===== src/rtl/risc_trace_pkg.sv =====
// Shared definitions for the retire-trace buffer: FSM state encoding and record layout.
package risc_trace_pkg;

  typedef enum logic [1:0] {
    TR_IDLE    = 2'd0,
    TR_ARMED   = 2'd1,
    TR_CAPTURE = 2'd2,
    TR_FROZEN  = 2'd3
  } tr_state_e;

  localparam int TR_DATA_W     = 32;
  localparam int TR_INSTR_W    = 32;
  localparam int TR_REG_ADDR_W = 5;
  localparam int ENTRY_W       = TR_DATA_W + TR_INSTR_W + 1 + TR_REG_ADDR_W + TR_DATA_W;

  // Record layout is {pc, instr, we, rd, wdata}, MSB first.
  function automatic int entry_w(input int data_w, input int instr_w, input int reg_addr_w);
    return data_w + instr_w + 1 + reg_addr_w + data_w;
  endfunction

endpackage


===== src/rtl/trace_ram.sv =====
// Trace record storage: synchronous write, asynchronous (show-ahead) read.
module trace_ram #(
  parameter int DEPTH   = 16,
  parameter int ENTRY_W = 102
) (
  input  logic                     clk,
  input  logic                     we,
  input  logic [$clog2(DEPTH)-1:0] waddr,
  input  logic [ENTRY_W-1:0]       wdata,
  input  logic [$clog2(DEPTH)-1:0] raddr,
  output logic [ENTRY_W-1:0]       rdata
);

  logic [ENTRY_W-1:0] mem [DEPTH];

  always_ff @(posedge clk) begin
    if (we) mem[waddr] <= wdata;
  end

  assign rdata = mem[raddr];

endmodule


===== src/rtl/risc_trace_buffer.sv =====
// Retire-trace capture unit: pc-match trigger, stop-on-full or wrap mode, valid/ready drain.
module risc_trace_buffer
  import risc_trace_pkg::*;
#(
  parameter int DATA_W     = 32,
  parameter int INSTR_W    = 32,
  parameter int REG_ADDR_W = 5,
  parameter int DEPTH      = 16,
  parameter int WRAP_MODE  = 0
) (
  input  logic                           clk,
  input  logic                           reset,
  input  logic                           enable,
  input  logic                           clear,
  input  logic                           trig_en,
  input  logic [DATA_W-1:0]              trig_pc,
  input  logic                           retire_valid,
  input  logic [DATA_W-1:0]              retire_pc,
  input  logic [INSTR_W-1:0]             retire_instr,
  input  logic                           retire_we,
  input  logic [REG_ADDR_W-1:0]          retire_rd,
  input  logic [DATA_W-1:0]              retire_wdata,
  output logic                           rd_valid,
  input  logic                           rd_ready,
  output logic [DATA_W-1:0]              rd_pc,
  output logic [INSTR_W-1:0]             rd_instr,
  output logic                           rd_we,
  output logic [REG_ADDR_W-1:0]          rd_rd,
  output logic [DATA_W-1:0]              rd_wdata,
  output logic [$clog2(DEPTH+1)-1:0]     count,
  output logic                           full,
  output logic [15:0]                    overflow_cnt,
  output logic [1:0]                     state_o
);

  localparam int PTR_W = $clog2(DEPTH);
  localparam int CNT_W = $clog2(DEPTH + 1);
  localparam int EW    = entry_w(DATA_W, INSTR_W, REG_ADDR_W);
  localparam logic [CNT_W-1:0] DEPTH_C   = CNT_W'(DEPTH);
  localparam logic [CNT_W-1:0] DEPTH_M1  = CNT_W'(DEPTH - 1);

  tr_state_e         state;
  logic [PTR_W-1:0]  wr_ptr, rd_ptr;
  logic [CNT_W-1:0]  cnt;
  logic [15:0]       ovf;

  logic trig_hit, push, pop, is_full, drop, overwrite, wr_en, frozen_evt, ovf_inc, fill;
  logic [EW-1:0] wr_entry, rd_entry;

  function automatic logic [15:0] sat_inc16(input logic [15:0] v);
    return (v == 16'hFFFF) ? v : v + 16'd1;
  endfunction

  always_comb begin
    trig_hit   = (state == TR_ARMED) && retire_valid && (retire_pc == trig_pc);
    push       = enable && !clear && (((state == TR_CAPTURE) && retire_valid) || trig_hit);
    pop        = rd_valid && rd_ready && !clear;
    is_full    = (cnt == DEPTH_C);
    // When full without a same-cycle pop, stop mode drops the record and wrap mode evicts the head.
    drop       = push && is_full && !pop && (WRAP_MODE == 0);
    overwrite  = push && is_full && !pop && (WRAP_MODE != 0);
    wr_en      = push && !drop;
    frozen_evt = enable && !clear && (state == TR_FROZEN) && retire_valid;
    ovf_inc    = drop || overwrite || frozen_evt;
    fill       = (WRAP_MODE == 0) && push && (((cnt == DEPTH_M1) && !pop) || drop);
  end

  assign wr_entry = {retire_pc, retire_instr, retire_we, retire_rd, retire_wdata};

  trace_ram #(
    .DEPTH   (DEPTH),
    .ENTRY_W (EW)
  ) u_ram (
    .clk   (clk),
    .we    (wr_en),
    .waddr (wr_ptr),
    .wdata (wr_entry),
    .raddr (rd_ptr),
    .rdata (rd_entry)
  );

  always_ff @(posedge clk) begin
    if (reset) begin
      state  <= TR_IDLE;
      wr_ptr <= '0;
      rd_ptr <= '0;
      cnt    <= '0;
      ovf    <= '0;
    end else if (clear) begin
      state  <= enable ? (trig_en ? TR_ARMED : TR_CAPTURE) : TR_IDLE;
      wr_ptr <= '0;
      rd_ptr <= '0;
      cnt    <= '0;
      ovf    <= '0;
    end else begin
      if (wr_en) wr_ptr <= wr_ptr + PTR_W'(1);
      if (pop || overwrite) rd_ptr <= rd_ptr + PTR_W'(1);
      if (wr_en && !overwrite && !pop) cnt <= cnt + CNT_W'(1);
      else if (pop && !wr_en) cnt <= cnt - CNT_W'(1);
      if (ovf_inc) ovf <= sat_inc16(ovf);

      if (!enable) state <= TR_IDLE;
      else begin
        case (state)
          TR_IDLE:    state <= trig_en ? TR_ARMED : TR_CAPTURE;
          TR_ARMED:   if (trig_hit) state <= fill ? TR_FROZEN : TR_CAPTURE;
          TR_CAPTURE: if (fill) state <= TR_FROZEN;
          default:    state <= TR_FROZEN;
        endcase
      end
    end
  end

  assign rd_valid     = (cnt != '0);
  assign {rd_pc, rd_instr, rd_we, rd_rd, rd_wdata} = rd_entry;
  assign count        = cnt;
  assign full         = is_full;
  assign overflow_cnt = ovf;
  assign state_o      = state;

endmodule


===== config.mk =====
export PLATFORM = sky130hd
export DESIGN_NAME = risc_trace_buffer
export DESIGN_NICKNAME = d
export VERILOG_FILES = /design/src/rtl/risc_trace_pkg.sv /design/src/rtl/trace_ram.sv /design/src/rtl/risc_trace_buffer.sv
export SDC_FILE = /design/constraint.sdc
export NUM_CORES = 1
export LEC_CHECK = 0
export CAP_MARGIN = 0
export CORE_MARGIN = 3
export CORE_UTILIZATION = 45
export CTS_CLUSTER_SIZE = 12
export DETAILED_ROUTE_END_ITERATION = 7
export GPL_TIMING_DRIVEN = 0
export RECOVER_POWER = 100
export SYNTH_ARGS = -nofsm -noshare
export SYNTH_HDL_FRONTEND = slang
export SYNTH_SLANG_ARGS = --single-unit

===== constraint.sdc =====
create_clock -name clk -period 18.08 [get_ports clk]
set_input_delay 3.616 -clock clk [delete_from_list [all_inputs] [get_ports clk]]
set_output_delay 3.616 -clock clk [all_outputs]
set_load 0.05 [all_outputs]

==> metrics <==
CORE AREA 139000 um2; Rel. slew slack -150%; vias in the first global route 31400; first-pass GRT wire length 226 mm; Ports 268; total length of routed wires 159 mm; Slew Viols, Final 1415; GP Congestion 0.747; commonest non-fill, non-tap cell in the layout edfxtp_1; most frequent cells in the layout 1632 x edfxtp_1, 510 x mux4_2, 218 x dlygate4sd3_1, 208 x clkbuf_1, 177 x clkbuf_16; outcome finished, violations left; # Post-CTS Setup Buffers 0; GRT overflow 0; Vias per Instance 5.89; mapped cell area 63200 um2; row count 136; post-synth top area cell edfxtp_1; hpwl dp 93.0 mm; clock latency on the worst-skew pair 0.77 ns; DRT iter0 DRCs 3477; wire per inst 31.7 um; Port Buffer Count 266; share of flip-flops with an asynchronous set or reset 0%; CTS tree built; root buf cell clkbuf_16; pin count of the biggest net entering global routing 42; Layout Cells excl Fill 5017; Hold-fix buffers, CTS 0; # fillers 10600; violated checks max-capacitance violations, max-slew violations; worst-case clock buffer depth 3; share of cells above drive strength 1 22.9%; post-synthesis sequential area ratio 78.6%; Die W 381 um; Post-layout nets 3176; H-tree Lvls 4; pre-CTS WS 9.04 ns; Synth warnings 0; post-layout minimum cycle time 12.56 ns; number of synthesized flops with an enable pin 1632; Max Freq 79.6 MHz; VDD IR max 0.0763 mV; Final period util 69.5%; CTS buffer count 170; die height 381 um; CP max FO 29; max_cap viols 44; Die Area 145000 um2; #FFs+latches synth 1667; average cell area after synthesis 24.9 um2; Residual DRC 0; actual slew at the worst max-slew pin 3.75 ns; CTS Sinks 1667; top-area cell type share of the netlist area 77.5%; initial core utilization 45.7%; Final Hold Slack 0.537 ns; Post-Syn Nets 2688; Crit Path Class in2reg; post-route ant nets 0; Synth cell types 50; Final Hold Vio Count 0; top post-synthesis cells by area edfxtp_1 77%, mux4_2 18%, dfxtp_1 1.1%, clkbuf_1 0.55%, xor2_1 0.48%; CP Launch Type input pin; Syn-to-layout area delta 16.3%; Synth Instances 2535; final setup fails 0; post-CTS sizing 0; Power Dens Cells 103 nW/um2; Worst Hold Class reg2reg; DP Cell Count 4714; initial antenna violation count 39; endpoint class of the critical path register; Worst Slack Setup Final 5.52 ns; Overall Power 7.59 mW; fin util 53.1%; Pleak 22.0 nW; Crit path arrival time 12.88 ns; router iterations before antenna repair 5; skew final 0.0187 ns; Via Count 29600; Worst-path clk slew 0.06 ns; Post-synth top flop edfxtp_1; Worst Path Required 18.40 ns; total global-route track usage 22.0%; unrepaired setup endpoints after global routing no
[kinds of logic after synthesis]
logic type / count (synthesis) / share of synthesized area (%)
and+or+nand+nor: 122 / 1.11
AOI/OAI and AO/OA: 46 / 0.475
muxes: 514 / 18.2
DFF: 1667 / 78.6
buffers and inverters: 135 / 0.811
adders and majority gates: 12 / 0.249
xor gates and xnor gates: 39 / 0.540
[power by group]
| part | total, mW | leakage (nW) | internal [mW] | switching [mW] |
|---|---|---|---|---|
| registers | 4.24 | 14.9 | 4.24 | 0.00101 |
| logic | 0.133 | 4.62 | 0.0441 | 0.0893 |
| clock network | 3.22 | 2.44 | 1.84 | 1.38 |
| total | 7.59 | 22.0 | 6.12 | 1.47 |
[registers in the layout, indices dropped and copies added, names as in the netlist, named ones only]
| register | cells |
|---|---|
| count | 5 |
| rd_ptr | 4 |
| wr_ptr | 4 |
| overflow_cnt | 16 |
| state_o | 2 |
| u_ram.mem | 1632 |
[cell usage after synthesis (7+ instances only)]
cell and number:
edfxtp_1 1632, mux4_2 510, clkbuf_1 93, dfxtp_1 35, xor2_1 35, buf_1 24, and3_1 20, nor2_1 20
nand2_1 16, a21oi_1 15, inv_1 13, ha_1 11, nand3_1 9, o21ai_0 9, or3_1 9, nand4_1 8
nor2b_1 8, nor4_1 7, or4_1 7
[final cells by class]
class	count	area (um2)	share of cell area [%]
Sequential cell	1667	49700	67.6
Multi-Input combinational cell	733	13000	17.7
Clock buffer	232	4650	6.32
Timing Repair Buffer	316	2950	4.00
Tap cell	1863	2330	3.17
Buffer	122	460	0.626
Clock inverter	57	373	0.507
Inverter	13	48.8	0.0663
Antenna cell	14	35.0	0.0476
[critical path: stages]
cell,delay [ns]
dlygate4sd3_1,0.88
inv_1,0.31
a2111o_1,0.46
or4_2,0.61
nor4_1,1.11
o221a_2,0.43
clkbuf_1,0.35
and3_1,1.29
clkbuf_1,1.70
clkbuf_1,2.03
[metrics by stage]
stage | instance area [um2] | TNS [ns]
final | 73600 | 0
after detailed placement | 69400 | 0
after global placement | 68200 | -639.09
after CTS | 74400 | 0
after floorplan | 63200 | 0
after global routing | 73500 | 0
[per-layer routing]
metal | part of all wire (%) | global-route usage (%)
met5 | 0.026 | 0
met1 | 39 | 29.4
met4 | 2.4 | 6.30
met2 | 50 | 36.3
met3 | 8.3 | 5.41
[worst paths after layout]
path                                              startpoint                           end  slack (ns)  cells past startpoint
worst min register to register  overflow_cnt[4]$_SDFFE_PP0P_  overflow_cnt[4]$_SDFFE_PP0P_        0.54                      2
worst min-delay path            overflow_cnt[4]$_SDFFE_PP0P_  overflow_cnt[4]$_SDFFE_PP0P_        0.54                      2
worst max-delay path                            retire_pc[0]   u_ram.mem[14][39]$_DFFE_PP_        5.52                     10
worst max register to register       state_o[0]$_SDFFE_PP0P_   u_ram.mem[14][39]$_DFFE_PP_        9.24                      9
No activity file was read; power rests on OpenSTA's default activity.
